[config.mk]
export PLATFORM = sky130hd
export DESIGN_NAME = cordic_iter
export DESIGN_NICKNAME = d
export VERILOG_FILES = /design/src/rtl/cordic_pkg.sv /design/src/rtl/cordic_atan_rom.sv /design/src/rtl/cordic_iter.sv
export SDC_FILE = /design/constraint.sdc
export NUM_CORES = 1
export LEC_CHECK = 0
export CORE_MARGIN = 2
export CORE_UTILIZATION = 50
export CTS_CLUSTER_DIAMETER = 200
export DETAILED_ROUTE_END_ITERATION = 6
export PLACE_DENSITY = 0.66
export SETUP_SLACK_MARGIN = 0.02
export SLEW_MARGIN = 20
export SYNTH_ARGS = -nofsm -noshare
export SYNTH_HDL_FRONTEND = slang
export SYNTH_SLANG_ARGS = --single-unit
[constraint.sdc]
create_clock -name clk -period 10.7 [get_ports clk]
set_input_delay 1.605 -clock clk [delete_from_list [all_inputs] [get_ports clk]]
set_output_delay 1.605 -clock clk [all_outputs]
set_load 0.03 [all_outputs]
[src/rtl/cordic_pkg.sv]
// Shared constants and elaboration-time helpers for the iterative CORDIC core.
// The optional vectoring mode is enabled with CORDIC_VECTOR_EN (see cordic_iter).
package cordic_pkg;

  typedef logic [1:0] state_t;
  localparam state_t ST_IDLE = 2'd0;
  localparam state_t ST_RUN  = 2'd1;
  localparam state_t ST_DONE = 2'd2;

  function automatic int cordic_iw(input int data_w, input int guard);
    return data_w + guard;
  endfunction

  function automatic int cordic_cnt_w(input int iter);
    return $clog2(iter + 1);
  endfunction

  // atan(2^-i) in binary angle units where 2^32 is a full turn.
  function automatic logic [63:0] atan_b32(input int i);
    case (i)
      0:       return 64'h2000_0000;
      1:       return 64'h12E4_051E;
      2:       return 64'h09FB_385B;
      3:       return 64'h0511_11D4;
      4:       return 64'h028B_0D43;
      5:       return 64'h0145_D7E1;
      6:       return 64'h00A2_F61E;
      7:       return 64'h0051_7C55;
      8:       return 64'h0028_BE53;
      9:       return 64'h0014_5F2F;
      10:      return 64'h000A_2F98;
      11:      return 64'h0005_17CC;
      12:      return 64'h0002_8BE6;
      13:      return 64'h0001_45F3;
      14:      return 64'h0000_A2FA;
      15:      return 64'h0000_517D;
      default: return (64'd683565276 + (64'd1 << (i - 1))) >> i;
    endcase
  endfunction

  function automatic int atan_angle(input int i, input int angle_w);
    logic [63:0] v;
    int          sh;
    v  = atan_b32(i);
    sh = 32 - angle_w;
    if (sh > 0) v = (v + (64'd1 << (sh - 1))) >> sh;
    else        v = v;
    return int'(v);
  endfunction

  // round(K * 2^(iw-2)); K^2 is built exactly at 2^62 scale, then square-rooted bitwise.
  function automatic int cordic_k_init(input int iter, input int iw);
    logic [63:0] kk, root, trial;
    int          sh;
    kk = 64'h4000_0000_0000_0000;
    for (int i = 0; i < iter; i++) begin
      if (2 * i < 62) kk = kk - kk / ((64'd1 << (2 * i)) + 64'd1);
      else            kk = kk;
    end
    root = 64'd0;
    for (int b = 31; b >= 0; b--) begin
      trial = root | (64'd1 << b);
      if (trial * trial <= kk) root = trial;
      else                     root = root;
    end
    sh = 31 - (iw - 2);
    return int'((root + (64'd1 << (sh - 1))) >> sh);
  endfunction

endpackage

[src/rtl/cordic_atan_rom.sv]
// Combinational micro-rotation angle lookup: index -> round(2^(ANGLE_W-1)*atan(2^-i)/pi).
module cordic_atan_rom
  import cordic_pkg::*;
#(
  parameter int ANGLE_W = 16,
  parameter int ITER    = 14,
  parameter int CNT_W   = 4
) (
  input  logic [CNT_W-1:0]   idx,
  output logic [ANGLE_W-1:0] angle
);

  logic [ANGLE_W-1:0] rom_s [ITER];

  for (genvar g = 0; g < ITER; g++) begin : g_rom
    assign rom_s[g] = ANGLE_W'(atan_angle(g, ANGLE_W));
  end

  // select the table entry; out-of-range indices read as zero
  always_comb begin
    angle = '0;
    for (int k = 0; k < ITER; k++) begin
      angle = (idx == CNT_W'(k)) ? rom_s[k] : angle;
    end
  end

endmodule

[src/rtl/cordic_iter.sv]
// Iterative rotation-mode CORDIC, one micro-rotation per clock, valid/ready on both sides.
// Defining CORDIC_VECTOR_EN adds a vectoring mode (in_mode/in_x/in_y ports).
module cordic_iter
  import cordic_pkg::*;
#(
  parameter int DATA_W  = 16,
  parameter int ANGLE_W = 16,
  parameter int ITER    = 14,
  parameter int GUARD   = 2
) (
  input  logic               clk,
  input  logic               rst,
  input  logic               in_valid,
  output logic               in_ready,
  input  logic [ANGLE_W-1:0] in_angle,
`ifdef CORDIC_VECTOR_EN
  input  logic               in_mode,
  input  logic [DATA_W-1:0]  in_x,
  input  logic [DATA_W-1:0]  in_y,
`endif
  output logic               out_valid,
  input  logic               out_ready,
  output logic [DATA_W-1:0]  out_sin,
  output logic [DATA_W-1:0]  out_cos,
  output logic [ANGLE_W-1:0] out_angle
);

  localparam int IW    = cordic_iw(DATA_W, GUARD);
  localparam int CNT_W = cordic_cnt_w(ITER);
  localparam logic signed [IW-1:0] X_INIT = IW'(cordic_k_init(ITER, IW));
  localparam logic signed [IW+1:0] SAT_HI = (IW+2)'((64'd1 << (DATA_W - 1)) - 64'd1);
  localparam logic signed [IW+1:0] SAT_LO = -SAT_HI;
  localparam logic signed [IW+1:0] RND    = (IW+2)'((64'd1 << GUARD) >> 1);

  state_t                    state_r;
  logic [CNT_W-1:0]          cnt_r;
  logic signed [IW-1:0]      x_r, y_r;
  logic [ANGLE_W-1:0]        z_r;
  logic                      neg_r;
  logic                      out_valid_r;
  logic [DATA_W-1:0]         out_sin_r, out_cos_r;
  logic [ANGLE_W-1:0]        out_angle_r;
`ifdef CORDIC_VECTOR_EN
  logic                      mode_r;
`endif

  logic                      accept_s, d_s, neg_init_s;
  logic signed [IW-1:0]      x_sh_s, y_sh_s, x_nxt_s, y_nxt_s, x_init_s, y_init_s;
  logic [ANGLE_W-1:0]        z_nxt_s, z_init_s, atan_s;

  // Fold sign, drop guard bits with round-half-up, clamp to a symmetric range.
  function automatic logic [DATA_W-1:0] round_sat(input logic signed [IW-1:0] v, input logic neg);
    logic signed [IW+1:0] e;
    e = (IW+2)'(v);
    if (neg) e = -e;
    else     e = e;
    e = (e + RND) >>> GUARD;
    if (e > SAT_HI)      return SAT_HI[DATA_W-1:0];
    else if (e < SAT_LO) return SAT_LO[DATA_W-1:0];
    else                 return e[DATA_W-1:0];
  endfunction

  cordic_atan_rom #(.ANGLE_W(ANGLE_W), .ITER(ITER), .CNT_W(CNT_W)) u_rom (
    .idx   (cnt_r),
    .angle (atan_s)
  );

  assign in_ready  = (state_r == ST_IDLE) || ((state_r == ST_DONE) && out_ready);
  assign accept_s  = in_valid && in_ready;
  assign out_valid = out_valid_r;
  assign out_sin   = out_sin_r;
  assign out_cos   = out_cos_r;
  assign out_angle = out_angle_r;

  // operand load values: quadrant fold for rotation, half-plane fold for vectoring
  always_comb begin
    neg_init_s = 1'b0;
    x_init_s   = X_INIT;
    y_init_s   = '0;
    z_init_s   = '0;
`ifdef CORDIC_VECTOR_EN
    if (in_mode) begin
      if (in_x[DATA_W-1]) begin
        x_init_s = -(IW'($signed(in_x)) <<< GUARD);
        y_init_s = -(IW'($signed(in_y)) <<< GUARD);
        z_init_s = {1'b1, {(ANGLE_W-1){1'b0}}};
      end else begin
        x_init_s = IW'($signed(in_x)) <<< GUARD;
        y_init_s = IW'($signed(in_y)) <<< GUARD;
      end
    end else begin
      neg_init_s = in_angle[ANGLE_W-1] ^ in_angle[ANGLE_W-2];
      z_init_s   = {in_angle[ANGLE_W-1] ^ neg_init_s, in_angle[ANGLE_W-2:0]};
    end
`else
    neg_init_s = in_angle[ANGLE_W-1] ^ in_angle[ANGLE_W-2];
    z_init_s   = {in_angle[ANGLE_W-1] ^ neg_init_s, in_angle[ANGLE_W-2:0]};
`endif
  end

  // one micro-rotation; d selects the direction that drives z (or y) toward zero
  always_comb begin
    x_sh_s = x_r >>> cnt_r;
    y_sh_s = y_r >>> cnt_r;
`ifdef CORDIC_VECTOR_EN
    if (mode_r) d_s = y_r[IW-1];
    else        d_s = ~z_r[ANGLE_W-1];
`else
    d_s = ~z_r[ANGLE_W-1];
`endif
    if (d_s) begin
      x_nxt_s = x_r - y_sh_s;
      y_nxt_s = y_r + x_sh_s;
      z_nxt_s = z_r - atan_s;
    end else begin
      x_nxt_s = x_r + y_sh_s;
      y_nxt_s = y_r - x_sh_s;
      z_nxt_s = z_r + atan_s;
    end
  end

  // control FSM and datapath registers
  always_ff @(posedge clk) begin
    if (rst) begin
      state_r     <= ST_IDLE;
      cnt_r       <= '0;
      x_r         <= '0;
      y_r         <= '0;
      z_r         <= '0;
      neg_r       <= 1'b0;
      out_valid_r <= 1'b0;
      out_sin_r   <= '0;
      out_cos_r   <= '0;
      out_angle_r <= '0;
`ifdef CORDIC_VECTOR_EN
      mode_r      <= 1'b0;
`endif
    end else if (accept_s) begin
      state_r     <= ST_RUN;
      cnt_r       <= '0;
      x_r         <= x_init_s;
      y_r         <= y_init_s;
      z_r         <= z_init_s;
      neg_r       <= neg_init_s;
      out_valid_r <= 1'b0;
`ifdef CORDIC_VECTOR_EN
      mode_r      <= in_mode;
`endif
    end else begin
      case (state_r)
        ST_IDLE: state_r <= ST_IDLE;
        ST_RUN: begin
          if (cnt_r == CNT_W'(ITER)) begin
            state_r     <= ST_DONE;
            out_valid_r <= 1'b1;
            out_cos_r   <= round_sat(x_r, neg_r);
            out_sin_r   <= round_sat(y_r, neg_r);
            out_angle_r <= z_r;
          end else begin
            x_r   <= x_nxt_s;
            y_r   <= y_nxt_s;
            z_r   <= z_nxt_s;
            cnt_r <= cnt_r + CNT_W'(1);
          end
        end
        ST_DONE: begin
          if (out_ready) begin
            state_r     <= ST_IDLE;
            out_valid_r <= 1'b0;
          end
        end
        default: begin
          state_r     <= ST_IDLE;
          out_valid_r <= 1'b0;
        end
      endcase
    end
  end

endmodule

Word-level counts from Yosys, hierarchy flattened
Cells that the tools add are included.
{ "op_classes": {"n_addsub": 11, "order_cmp": 4, "eq_ne": 21, "shift": 2, "muxes": 44, "bitwise": 5, "reduce_logical": 13} }
{ "op_table": {"columns": ["op", "count"], "rows": [
  ["16-bit two-way mux", 24],
  ["20-bit two-way mux", 10],
  ["20-bit by 3-bit adder with 20-bit output, second input constant", 2],
  ["18-bit negator with 20-bit output", 2],
  ["18-bit adder", 2],
  ["18-bit by 16-bit > comparator with 1-bit output, second input constant", 2],
  ["18-bit by 16-bit less-than comparator with 1-bit output, second input constant", 2],
  ["18-bit two-way mux", 2],
  ["18-bit by 4-bit >>> shifter with 18-bit output", 2],
  ["18-bit subtractor", 2],
  ["4-bit equality test, second input constant", 7],
  ["16-bit adder", 1],
  ["4-bit by 3-bit equality test with 1-bit output, second input constant", 4],
  ["16-bit subtractor", 1],
  ["14-bit two-way mux", 1],
  ["4-bit by 2-bit equality test with 1-bit output, second input constant", 2],
  ["2-bit AND reduction", 4],
  ["2-bit inequality test, second input constant", 3],
  ["3-bit inequality test, second input constant", 2],
  ["3-bit AND reduction", 2],
  ["4-bit by 1-bit adder with 4-bit output, second input constant", 1],
  ["4-bit by 1-bit equality test with 1-bit output, second input constant", 1],
  ["4-bit logical NOT", 1],
  ["2-bit two-way mux", 2],
  ["12 further kinds", 18]
]} }
{ "totals": {"ff_bits": 108, "output_inout_bits": 50, "word_cells": 112} }

Longest topological paths before layout
{ "logic_depth": {"ltp_word": 20, "ltp_mapped": 24, "mapped_depth_nobuf": 21} }

By module
From an unflattened synthesis, not the netlist that was laid out.
{ "unflattened": {"hier_cells": 1499, "area_unflattened_um2": 11772.5} }
{ "modules_own_cells": {"columns": ["mod", "instances", "cells_per_inst", "area_per_inst_um2", "seq_area_each_um2"], "rows": [
  ["cordic_iter", 1, 1455, 11489.8, 2162.1],
  ["cordic_atan_rom", 1, 44, 282.8, 0.0]
]} }

Worst setup path after synthesis
OpenSTA, ideal clock, no wires.
{ "synth_path": {"path_type": "register to register", "from": "register cnt_r[1]", "to": "register x_r[17]", "setup_time_ps": 70, "arrival_time_ps": 5053, "required_time_ps": 10630, "setup_slack_ps": 5577, "stages_incl_launch_ff": 21, "period_less_slack_ps": 5123, "cell_sequence": "dfxtp_1 buf_2 buf_1 clkbuf_1 mux4_2 a22oi_1 o21ai_0 inv_1 ha_1 mux2_2 ha_1 a211o_1 a2111oi_0 o31ai_1 a221o_1 a31oi_1 o211ai_1 a21oi_1 xnor2_1 or3_1 a21oi_1"} }
{ "synth_between": {"elab_chain_len": 3, "word_cells_on_any_way": 7, "cone_classes": "2 x add/sub; 1 x eq/ne; 1 x shift; 1 x mux; 1 x bitwise; 1 x reduce/logical"} }
{ "synth_lines": {"columns": ["item", "line", "rtl"], "rows": [
  ["start: declaration", "cordic_iter.sv:36", "logic [CNT_W-1:0] cnt_r;"],
  ["start signal: assignment", "cordic_iter.sv:163", "cnt_r <= cnt_r + CNT_W'(1);"],
  ["18-bit by 4-bit >>> shifter with 18-bit output or 4-bit equality test (tied branches)", "cordic_iter.sv:104, cordic_iter.sv:153", null],
  ["18-bit subtractor, or another cell as far along", "cordic_iter.sv:112", "x_nxt_s = x_r - y_sh_s;"],
  ["18-bit two-way mux or 2-bit AND reduction (tied branches)", null, null],
  ["end signal: assignment", "cordic_iter.sv:141", "x_r <= x_init_s;"],
  ["end signal: assignment", "cordic_iter.sv:160", "x_r <= x_nxt_s;"],
  ["end: declaration", "cordic_iter.sv:37", "logic signed [IW-1:0] x_r, y_r;"]
]} }
Parallel ways exist; a longest one is shown, timed or not.
A chain may end at the register's enable or synchronous reset.

Worst setup path after layout
{ "layout_path": {"from": "register cnt_r[0]", "to": "register x_r[17]"} }
The elaborated chain is that of the path after synthesis.

==> qor.csv <==
metric,value,unit
top post-synthesis cells by count,"nand2_1, nor2_1, a21oi_1, dfxtp_1, xnor2_1",
DP HPWL,23800,um
largest buffer count on any clock path,2,
largest net degree at the start of global routing,60,
largest family of logic cells by synthesized area,compound AO/OA/AOI/OAI gates,
Worst Hold Class,flop to flop,
Post-Place Cells,1750,
met1 wire length,15300,um
ys async rst share,0,%
crit path launch type,flop,
num rows,55,
Period minus WS final,5.72,ns
Synth cell types,89,
VDD IR max,0.0000934,V
PostCTS Resize Cnt,0,
post-synthesis sequential area ratio,19.1,%
post-synthesis xor/xnor area fraction,10.7,%
Filler cells,2162,
leakage power,4.67,nW
first-pass GRT wire length,52900,um
Worst-path clk slew,0.09,ns
Avg Inst Size Synth,7.62,um^2
Setup TNS Final,0,ns
"slowest stage cell, crit path",mux4_2,
DR vias/cell,6.29,
drt wl/cell,18.6,um
Skew-Pair Late Insertion Delay,0.37,ns
Arrival @ worst endpoint,6.03,ns
total gr overflow,0,
crit-path cells,"buf_4, mux4_2, nand2_1, o21ai_0, a221oi_1, nand4bb_1, nor3_1, nand2_1, a31oi_1, o21ai_0, ha_1, and3_1, a221o_1, a31oi_1, o211ai_1, a21oi_1, xnor2_1, or3_1, a21oi_1",
total power,0.00207,W
area growth from synthesis to layout,9.55,%
Met2 Wirelength,14400,um
"count leader, synth",nand2_1,
Post-CTS Setup Bufs,0,
"flops & latches, synth",108,
Initial Util,50.5,%
slew of the pin with the lowest slew margin,1.09,ns
CTS tree,built,
ANT nets after route,0,
Max-slew headroom,27.2,%
n_diodes,0,
Final period util,53.5,%
Fmax,0.175,GHz
Total GRT Usage,27.1,%
Worst Setup End Kind,flop,
Die ar.,0.0239,mm^2
complex-gate fraction of the synthesized area,25.0,%
final wirelength,32800,um
Crit Path Class,flop to flop,
unrepaired setup endpoints after global routing,false,
Crit path max-delay family,compound AO/OA/AOI/OAI gates,
Post-Layout Cell Count,1766,
ys flop type,dfxtp_1,
DRC violations left,0,
CTS Buf Count,9,
syn_nets,1572,
area of the core,0.0224,mm^2
WP data required,11.01,ns
post-cts hold buffer count,0,
Top Layer Used,met4,
buffers plus inverters on the worst setup path,1,
Max Cap Viol,0,
Yosys top cell area share,19.1,%
CTS Root Cell,clkbuf_16,
met3 wire len,2280,um
PD cells,166,mW/mm^2
max incr delay on CP,0.58,ns
Die Ht,155,um
area share of fa/ha/maj cells after synthesis,7.37,%
antenna violations before repair,0,
io pins,70,
largest area contributor in the netlist,dfxtp_1,
post-route setup slack,4.98,ns
first-pass detailed-route iteration total,6,
YS warnings,0,
Sink Count,108,
Final #Nets,1561,
Setup Slack @ Placement,5.07,ns
Syn Std Cell Area,0.0113,mm^2
First DRT Iteration DRCs,896,
# H-tree levels,3,
Area contributors post-synth,"dfxtp_1, mux4_2, ha_1",
mux cell area share after synthesis,10.2,%
clk_skew,0.0161,ns
Syn Inst Count,1487,
vias,11100,
# port buffers,69,
status,"complete, no violations",
layout cells sized above 1,7.49,%
Final Max Slew Viols,0,
# setup viols final,0,
RePlAce Congestion,0.924,
post-synthesis simple-gate area fraction,22.4,%
Final Hold Violating Endpoints,0,
"EDFF count, synth",0,
vias in the first global route,10200,
Die Wd,155,um
Max Fanout on Critical Path,30,
## layer usage
| layer | vias to the layer above | global-route usage [%] |
|---|---|---|
| met2 | 416 | 42.9 |
| met1 | 5207 | 38.5 |
| met5 | - | 0 |
| met4 | 0 | 7.80 |
| li1 | 5437 | - |
| met3 | 43 | 3.98 |
## state kept, by name, summed over array words and instances (netlist names)
name,flops
cnt_r,4
neg_r,1
out_angle,16
out_cos,16
out_sin,16
out_valid,1
state_r,2
x_r,18
y_r,18
z_r,16
## through the flow
stage | area (um^2) | util, % | hold slack [ns]
final | 12400 | 55.4 | 0.457
after global routing | 12400 | 55.4 | 0.485
after CTS | 12400 | 55.4 | 0.458
after detailed placement | 12100 | 53.9 | 0.445
after global placement | 12100 | 53.9 | 0.445
after floorplan | 11300 | - | 0.449
## worst min-delay path: stages, from the launching register on
cell	delay (ns)
dfxtp_1	0.32
nand2_1	0.05
a21oi_1	0.05
## report_power, final
group          leakage [nW]  switching [W]  internal, W
clock                 0.152       0.000193     0.000169
combinational          3.64       0.000654     0.000508
sequential            0.879       0.000112     0.000431
total                  4.67       0.000959      0.00111
## cells in the final DEF (no fill, tap or decap), drive strengths merged, types with 20 or more instances in the layout
cell type and n:
buf 21, inv 43, nor4 20, a21oi 122, nand2b 21, dfxtp 108
xnor2 83, a31oi 32, nand2 158, mux2i 27, nor3 52, a22oi 20
ha 62, clkdlybuf4s50 68, nor2b 20, mux4 36, o21ai 75, nor2 149
xor2 53
## final timing paths
kind	startpoint	to	slack (ns)	cells after the start
setup / recovery	cnt_r[0]$_SDFFE_PP0P_	x_r[17]$_SDFFE_PP0P_	4.98	19
hold / removal	out_sin[15]$_SDFFE_PP0P_	out_sin[15]$_SDFFE_PP0P_	0.46	2
setup reg to reg	cnt_r[0]$_SDFFE_PP0P_	x_r[17]$_SDFFE_PP0P_	4.98	19
hold reg to reg	out_sin[15]$_SDFFE_PP0P_	out_sin[15]$_SDFFE_PP0P_	0.46	2
## area by class of cell
| cell class | count | area [um^2] | area share (%) |
|---|---|---|---|
| multi-input cells | 1227 | 8590 | 69.2 |
| flip-flops and latches | 108 | 2170 | 17.4 |
| repair buffers | 89 | 836 | 6.73 |
| well taps | 285 | 357 | 2.87 |
| clock buffers | 9 | 225 | 1.81 |
| inverters | 41 | 154 | 1.24 |
| clock inverters | 7 | 91.3 | 0.736 |
## cells by family (layout without fill, tap and decap cells)
group                      after synthesis  after routing
adders and majority gates               65             65
DFF                                    108            108
buffers and inverters                  152            146
muxes                                   70             70
and+or+nand+nor                        527            527
AOI/OAI and AO/OA                      429            429
xor gates and xnor gates               136            136
Power figures use the tool's default switching activity.
